**src/rtl/axis_cpu_ctl.sv**
```systemverilog
// Control and debug block for the AXIS soft CPU: memory-programming pointers, the
// RUN/HALT/STEP/PROG execution-mode FSM and register snapshots on the debug stream.
module axis_cpu_ctl #(
  parameter int unsigned CODE_ADDR_WIDTH = 10,
  parameter int unsigned TBL_ADDR_WIDTH  = 4,
  parameter int unsigned REG_ADDR_WIDTH  = 4,
  parameter int unsigned STEP_CNT_WIDTH  = 16,
  parameter int unsigned NUM_DBG_WORDS   = 4
) (
  input  logic                          clk,
  input  logic                          rst,
  input  logic [REG_ADDR_WIDTH-1:0]     reg_addr,
  input  logic [31:0]                   reg_data,
  input  logic                          reg_strb,
  output logic [CODE_ADDR_WIDTH-1:0]    inst_wr_addr,
  output logic                          inst_wr_en,
  output logic [TBL_ADDR_WIDTH-1:0]     jmp_off_wr_addr,
  output logic                          jmp_off_wr_en,
  output logic [TBL_ADDR_WIDTH-1:0]     imm_wr_addr,
  output logic                          imm_wr_en,
  output logic                          cpu_hold,
  output logic                          cpu_run_en,
  input  logic                          inst_retire,
  input  logic [32*NUM_DBG_WORDS-1:0]   snap_data,
  output logic [1:0]                    mode,
  output logic                          prog_ovf,
  output logic [31:0]                   dbg_TDATA,
  output logic                          dbg_TVALID,
  input  logic                          dbg_TREADY,
  output logic                          dbg_TLAST
);

  localparam int unsigned IdxW = (NUM_DBG_WORDS > 1) ? $clog2(NUM_DBG_WORDS) : 1;

  localparam logic [REG_ADDR_WIDTH-1:0] AddrProg   = REG_ADDR_WIDTH'(0);
  localparam logic [REG_ADDR_WIDTH-1:0] AddrInst   = REG_ADDR_WIDTH'(1);
  localparam logic [REG_ADDR_WIDTH-1:0] AddrJmpOff = REG_ADDR_WIDTH'(2);
  localparam logic [REG_ADDR_WIDTH-1:0] AddrImm    = REG_ADDR_WIDTH'(3);
  localparam logic [REG_ADDR_WIDTH-1:0] AddrMode   = REG_ADDR_WIDTH'(4);
  localparam logic [REG_ADDR_WIDTH-1:0] AddrStep   = REG_ADDR_WIDTH'(5);
  localparam logic [REG_ADDR_WIDTH-1:0] AddrDbgReq = REG_ADDR_WIDTH'(6);

  typedef enum logic [1:0] {
    StRun  = 2'd0,
    StHalt = 2'd1,
    StStep = 2'd2,
    StProg = 2'd3
  } mode_e;

  mode_e                      mode_q;
  logic [STEP_CNT_WIDTH-1:0]  step_cnt_q;
  logic [CODE_ADDR_WIDTH-1:0] inst_ptr_q;
  logic [TBL_ADDR_WIDTH-1:0]  jmp_ptr_q;
  logic [TBL_ADDR_WIDTH-1:0]  imm_ptr_q;
  logic                       prog_ovf_q;
  logic                       busy_q;
  logic [IdxW-1:0]            idx_q;
  logic [31:0]                shadow_q [NUM_DBG_WORDS];

  logic in_prog, wr_prog, wr_mode, wr_step, wr_dbg;
  logic prog_enter, step_wr, mode_wr, step_last, retire_cnt, step_done, snap_trig, last_beat;
  logic [STEP_CNT_WIDTH-1:0] step_val;

  always_comb begin
    in_prog    = (mode_q == StProg);
    wr_prog    = reg_strb && (reg_addr == AddrProg);
    wr_mode    = reg_strb && (reg_addr == AddrMode);
    wr_step    = reg_strb && (reg_addr == AddrStep);
    wr_dbg     = reg_strb && (reg_addr == AddrDbgReq);
    step_val   = reg_data[STEP_CNT_WIDTH-1:0];
    prog_enter = wr_prog && reg_data[0];
    step_wr    = wr_step && !in_prog;
    mode_wr    = wr_mode && !in_prog && !reg_data[1];
    step_last  = (mode_q == StStep) && (step_cnt_q == STEP_CNT_WIDTH'(1));
    // Any MODE/STEP/PROG-entry write in the retire cycle takes priority over counting it.
    retire_cnt = (mode_q == StStep) && inst_retire && !wr_step && !wr_mode && !prog_enter;
    step_done  = retire_cnt && step_last;
    snap_trig  = (step_done || (wr_dbg && !in_prog)) && !busy_q;
    last_beat  = (idx_q == IdxW'(NUM_DBG_WORDS - 1));
  end

  assign inst_wr_en      = reg_strb && (reg_addr == AddrInst) && in_prog;
  assign jmp_off_wr_en   = reg_strb && (reg_addr == AddrJmpOff) && in_prog;
  assign imm_wr_en       = reg_strb && (reg_addr == AddrImm) && in_prog;
  assign inst_wr_addr    = inst_ptr_q;
  assign jmp_off_wr_addr = jmp_ptr_q;
  assign imm_wr_addr     = imm_ptr_q;
  assign prog_ovf        = prog_ovf_q;
  assign mode            = mode_q;
  assign cpu_hold        = in_prog;
  // Fetch stops in the very cycle the last stepped instruction retires.
  assign cpu_run_en      = (mode_q == StRun) ||
                           ((mode_q == StStep) && !(inst_retire && step_last));

  always_ff @(posedge clk or negedge rst) begin
    if (!rst) begin
      mode_q     <= StRun;
      step_cnt_q <= '0;
      inst_ptr_q <= '0;
      jmp_ptr_q  <= '0;
      imm_ptr_q  <= '0;
      prog_ovf_q <= 1'b0;
    end else begin
      if (prog_enter)                mode_q <= StProg;
      else if (wr_prog && in_prog)   mode_q <= reg_data[1] ? StHalt : StRun;
      else if (step_wr)              mode_q <= (step_val != '0) ? StStep : StHalt;
      else if (mode_wr)              mode_q <= reg_data[0] ? StHalt : StRun;
      else if (step_done)            mode_q <= StHalt;

      if (step_wr)         step_cnt_q <= step_val;
      else if (retire_cnt) step_cnt_q <= step_cnt_q - STEP_CNT_WIDTH'(1);

      if (prog_enter) begin
        inst_ptr_q <= '0;
        jmp_ptr_q  <= '0;
        imm_ptr_q  <= '0;
        prog_ovf_q <= 1'b0;
      end else begin
        if (inst_wr_en) begin
          inst_ptr_q <= inst_ptr_q + CODE_ADDR_WIDTH'(1);
          if (&inst_ptr_q) prog_ovf_q <= 1'b1;
        end
        if (jmp_off_wr_en) begin
          jmp_ptr_q <= jmp_ptr_q + TBL_ADDR_WIDTH'(1);
          if (&jmp_ptr_q) prog_ovf_q <= 1'b1;
        end
        if (imm_wr_en) begin
          imm_ptr_q <= imm_ptr_q + TBL_ADDR_WIDTH'(1);
          if (&imm_ptr_q) prog_ovf_q <= 1'b1;
        end
      end
    end
  end

  // Snapshot engine runs independently of mode so an in-flight stream always completes.
  always_ff @(posedge clk or negedge rst) begin
    if (!rst) begin
      busy_q <= 1'b0;
      idx_q  <= '0;
      for (int k = 0; k < NUM_DBG_WORDS; k++) shadow_q[k] <= '0;
    end else if (snap_trig) begin
      busy_q <= 1'b1;
      idx_q  <= '0;
      for (int k = 0; k < NUM_DBG_WORDS; k++) shadow_q[k] <= snap_data[32*k +: 32];
    end else if (busy_q && dbg_TREADY) begin
      if (last_beat) begin
        busy_q <= 1'b0;
        idx_q  <= '0;
      end else begin
        idx_q <= idx_q + IdxW'(1);
      end
    end
  end

  assign dbg_TVALID = busy_q;
  assign dbg_TLAST  = busy_q && last_beat;
  assign dbg_TDATA  = busy_q ? shadow_q[idx_q] : 32'h0;

endmodule
```
**config.mk**
```make
export PLATFORM = sky130hd
export DESIGN_NAME = axis_cpu_ctl
export DESIGN_NICKNAME = d
export VERILOG_FILES = /design/src/rtl/axis_cpu_ctl.sv
export SDC_FILE = /design/constraint.sdc
export NUM_CORES = 1
export LEC_CHECK = 0
export CAP_MARGIN = 20
export CORE_ASPECT_RATIO = 0.5
export CORE_MARGIN = 4
export CORE_UTILIZATION = 40
export CTS_CLUSTER_SIZE = 16
export DETAILED_ROUTE_END_ITERATION = 6
export PLACE_DENSITY = 0.67
export SYNTH_ARGS = -nofsm -noshare
export SYNTH_HDL_FRONTEND = slang
export SYNTH_SLANG_ARGS = --single-unit
```
**constraint.sdc**
```tcl
create_clock -name clk -period 6.46 [get_ports clk]
set_input_delay 1.615 -clock clk [delete_from_list [all_inputs] [get_ports clk]]
set_output_delay 1.615 -clock clk [all_outputs]
set_load 0.01 [all_outputs]
```
# [After elaboration in Yosys (flattened, before gate mapping)]
# Cells that the tools add are included.
# W data, S select, Z words.
[word_totals] ff_bits=168 wordCells=112 output_inout_bits=60 inputBits=169
[op_classes] n_reduce_logical=50 magnitude_cmp=1 n_addsub=5 mux=33 eq_ne=10 bitwise_logic=1
[op_table] operator="$mux W32" count=3
[op_table] operator="$bmux W32 S2" count=1
[op_table] operator="$mux W16" count=2
[op_table] operator="$logic_and A1 B1 Y1" count=27
[op_table] operator="$mux W10" count=2
[op_table] operator="$mux W2" count=9
[op_table] operator="$eq A16 B1 Y1 const B" count=1
[op_table] operator="$mux W4" count=4
[op_table] operator="$reduce_bool A16 Y1" count=1
[op_table] operator="$sub A16 B1 Y16 const B" count=1
[op_table] operator="$eq A4 B3 Y1 const B" count=3
[op_table] operator="$mux W1" count=12
[op_table] operator="$reduce_bool A2 Y1" count=6
[op_table] operator="$add A10 B1 Y10 const B" count=1
[op_table] operator="$reduce_and A10 Y1" count=1
[op_table] operator="$add A4 B1 Y4 const B" count=2
[op_table] operator="$eq A4 B2 Y1 const B" count=2
[op_table] operator="$reduce_and A4 Y1" count=2
[op_table] operator="$logic_not A1 Y1" count=7
[op_table] operator="$eq A2 B2 Y1 const B" count=3
[op_table] operator="$reduce_bool A5 Y1" count=1
[op_table] operator="$eq A4 B1 Y1 const B" count=1
[op_table] operator="$logic_not A4 Y1" count=1
[op_table] operator="$ge A3 B3 Y1 const B" count=1
[op_table] operator="other kinds (5)" count=6

# [Depth between registers and ports, before layout]
[logic_depth] word_depth=12 depth_mapped=8

# [Least setup slack after synthesis]
# No wires, ideal clock.
[synth_path] kind="input-to-output" start="input port reg_addr[0]" end="output port jmp_off_wr_en" path_slack_ps=2262 path_stages=3 path_buffers=1 arrival_time_ps=2583 cell_sequence="clkbuf_1 > or2b_2 > nor4_2"
[synth_between] elab_chain_len=3
[synth_rtl] element="from (decl)" line_no="12" rtl="input logic [REG_ADDR_WIDTH-1:0] reg_addr,"
[synth_rtl] element="$eq A4 B2 Y1" line_no="83" rtl="assign jmp_off_wr_en = reg_strb && (reg_addr == AddrJmpOff) && in_prog;"
[synth_rtl] element="$logic_and A1 B1 Y1 (2 in series)" line_no="83"
[synth_rtl] element="to (decl)" line_no="18" rtl="output logic jmp_off_wr_en,"
# Every way passes these cells.

# [Final worst setup path]
# Same ends and word-level chain as after synthesis.

==> flow_summary.json <==
{
  "outcome": "completed",
  "dp_hpwl_um": 14300,
  "skew_ns": 0.00973,
  "cts-resized-gates": 0,
  "start_util_pct": 41.3,
  "avgSynthCellArea_um2": 14.8,
  "synth_edf_count": 0,
  "ant_nets": 0,
  "arrival_ns": 3.72,
  "drt-total-wl_um": 20800,
  "htreeDepth": 4,
  "finalSetupViolCount": 0,
  "fin_crit_ns": 5.34,
  "critPathRequiredTime_ns": 4.85,
  "grt_overflow": 0,
  "worstMarginPinSlew_ns": 0.944,
  "p_per_area_nw_per_um2": 412,
  "coreArea_um2": 20900,
  "dieArea_um2": 24100,
  "holdPathStages": 1,
  "die-height_um": 112,
  "holdPathEnd": "shadow_q[86]$_DFFE_PN0N_",
  "antenna_found_initial": 2,
  "crit_type": "in -> out",
  "synth_top_area_cell": "dfrtp_1",
  "syn_to_final_growth_pct": 33.0,
  "gp_congestion": 0.832,
  "leakagePower_nw": 4.90,
  "yosysTopAreaCellShare_pct": 48.7,
  "crit_path_end_kind": "primary output",
  "diodes": 0,
  "post_cts_buffers": 0,
  "path_clk_slew_ns": 0.07,
  "max_freq_mhz": 187,
  "reg2reg_depth": 6,
  "p_total_w": 0.00473,
  "hold_start": "shadow_q[86]$_DFFE_PN0N_",
  "syn-instance-count": 584,
  "port_buffers": 212,
  "grt_use_met2_pct": 30.8,
  "rows": 37,
  "grt_setup_unrepaired": "false",
  "vias_per_cell": 5.02,
  "ys_top_cells_by_count": "dfrtp_1, mux2_4, and2_1, mux4_2, nor2_1",
  "nFillCells": 1727,
  "root_buffer": "clkbuf_16",
  "io-pin-count": 229,
  "ys_top_cells_by_area": "dfrtp_1, mux2_4, mux4_2",
  "syn_nets": 759,
  "synthDistinctLibCells": 53,
  "grt_pass1_vias": 6024,
  "grt_pass1_wl_um": 33900,
  "yosysWarningCount": 0,
  "use_met3_pct": 5.40,
  "reg2reg_to": "shadow_q[25]$_DFFE_PN0N_",
  "cp-start-kind": "input port",
  "die_w_um": 216,
  "clkSinkCount": 168,
  "pre_cts_slack_ns": 1.11,
  "ys_ff_latch": 168,
  "grt_usage_pct": 17.7,
  "numCtsBuffers": 17,
  "r2r_slack_ns": 3.69,
  "routedWlPerCell_um": 19.0,
  "seq_area_frac_synth_pct": 48.7,
  "synth_top_flop_cell": "dfrtp_1",
  "period_share_pct": 82.6,
  "hold_viol_final": 0,
  "syn_area_um2": 8620,
  "async_flop_share_pct": 100,
  "drt_iter0_drc": 282,
  "dr.pass1.iters": 4,
  "drive_above_1_share_pct": 26.9,
  "hold_buffers": 0,
  "nNetsFinal": 964,
  "slew_headroom_pct": 37.0,
  "hp-class": "reg -> reg",
  "fin_ws_ns": 1.12,
  "cts_tree": "yes",
  "insertion_delay_ns": 0.44,
  "fin_setup_tns_ns": 0,
  "drc": 0,
  "ir_worst_vdd_mv": 0.173,
  "crit_fanout": 10,
  "vias": 5489,
  "clockBufferDepth": 2,
  "drv_cap": 0,
  "synth.most_common_cell": "dfrtp_1",
  "grt_max_degree": 80,
  "drv_slew": 0,
  "r2r-start": "step_cnt_q[4]$_DFFE_PN0P_",
  "met1_usage_pct": 21.8,
  "grt_busiest_layer": "met2"
}
==> critical path, cell delays in order <==
cell	delay, ns
clkdlybuf4s50_1	0.56
or2b_2	0.38
nor4_2	0.50
clkdlybuf4s50_1	0.66
==> power by group <==
| group | leakage [nW] | internal [W] | switching [W] |
|---|---|---|---|
| Combinational | 2.40 | 0.00120 | 0.000524 |
| Sequential | 2.20 | 0.00152 | 0.000394 |
| Clock | 0.296 | 0.000656 | 0.000429 |
| Total | 4.90 | 0.00338 | 0.00135 |
==> stage by stage <==
| step | instances | utilization (%) | instance area (um^2) | hold slack (ns) |
|---|---|---|---|---|
| global placement | 1062 | 52.0 | 10900 | 0.487 |
| finish | 1094 | 54.9 | 11500 | 0.504 |
| global route | 1094 | 54.9 | 11500 | 0.518 |
| floorplan | 584 | - | 8620 | 0.471 |
| CTS | 1094 | 54.9 | 11500 | 0.508 |
| detailed placement | 1062 | 52.0 | 10900 | 0.487 |
==> kinds of logic (layout without fill, tap and decap cells) <==
logic type	after synthesis	in the layout	synth area share (%)
multiplexers	165	165	30.9
flip-flops	168	168	48.7
AND/OR/NAND/NOR	147	147	9.84
AO/OA/AOI/OAI	42	42	3.66
buffers and inverters	38	256	4.19
adder cells (fa/ha/maj)	6	6	0.870
XOR/XNOR	18	18	1.83
==> final cells by class <==
type	count	area [um^2]	share of cell area (%)
Clock inverter	12	175	1.53
Tap cell	292	365	3.18
Timing Repair Buffer	219	2200	19.2
Sequential cell	168	4210	36.7
Multi-Input combinational cell	378	4060	35.4
Clock buffer	20	447	3.89
Inverter	5	18.8	0.164
==> cells in the final DEF (no fill, tap or decap), drive strengths merged, types with 2 or more instances in the layout <==
| master | netlist | layout |
|---|---|---|
| nor4b | 3 | 3 |
| dfrtp | 168 | 168 |
| nand4 | 9 | 9 |
| clkinvlp | 0 | 3 |
| a21oi | 6 | 6 |
| or4 | 3 | 3 |
| and3 | 4 | 4 |
| o211ai | 6 | 6 |
| o21ai | 11 | 11 |
| a31oi | 3 | 3 |
| or3 | 3 | 3 |
| o311ai | 4 | 4 |
| clkbuf | 15 | 20 |
| mux2i | 5 | 5 |
| bufinv | 0 | 4 |
| xnor2 | 7 | 7 |
| a221o | 3 | 3 |
| clkinv | 0 | 5 |
| and2 | 33 | 33 |
| mux2 | 128 | 128 |
| or2b | 3 | 3 |
| nor3 | 5 | 5 |
| inv | 5 | 5 |
| a41oi | 2 | 2 |
| nand3 | 14 | 14 |
| clkdlybuf4s50 | 0 | 211 |
| a22oi | 2 | 2 |
| nor4 | 8 | 8 |
| nand2 | 25 | 25 |
| mux4 | 32 | 32 |
| xor2 | 11 | 11 |
| ha | 6 | 6 |
| nor2 | 28 | 28 |
| or2 | 2 | 2 |
| buf | 18 | 8 |
==> metal layers <==
metal  share of wire (%)  vias to the layer above
li1                    -                     2556
met1                  43                     2825
met2                  52                       88
met3                 4.0                       16
met4                 1.0                        4
met5                0.11                        -
==> state kept, by name (all words and copies together) (netlist names) <==
name and cells:
mode 2, idx_q 2, imm_wr_addr 4, shadow_q 128, jmp_off_wr_addr 4, step_cnt_q 16, prog_ovf 1, dbg_TVALID 1
inst_wr_addr 10
==> how the worst max path moves through the flow <==
stage | from | to | depth (start not counted)
6_report | reg_addr[0] | jmp_off_wr_en | 4
5_1_grt | reg_strb | imm_wr_en | 4
4_1_cts | reg_strb | imm_wr_en | 4
3_5_place_dp | reg_strb | imm_wr_en | 4
3_3_place_gp | reg_strb | jmp_off_wr_en | 4
2_1_floorplan | reg_addr[0] | jmp_off_wr_en | 3
(Power assumes the default switching activity.)
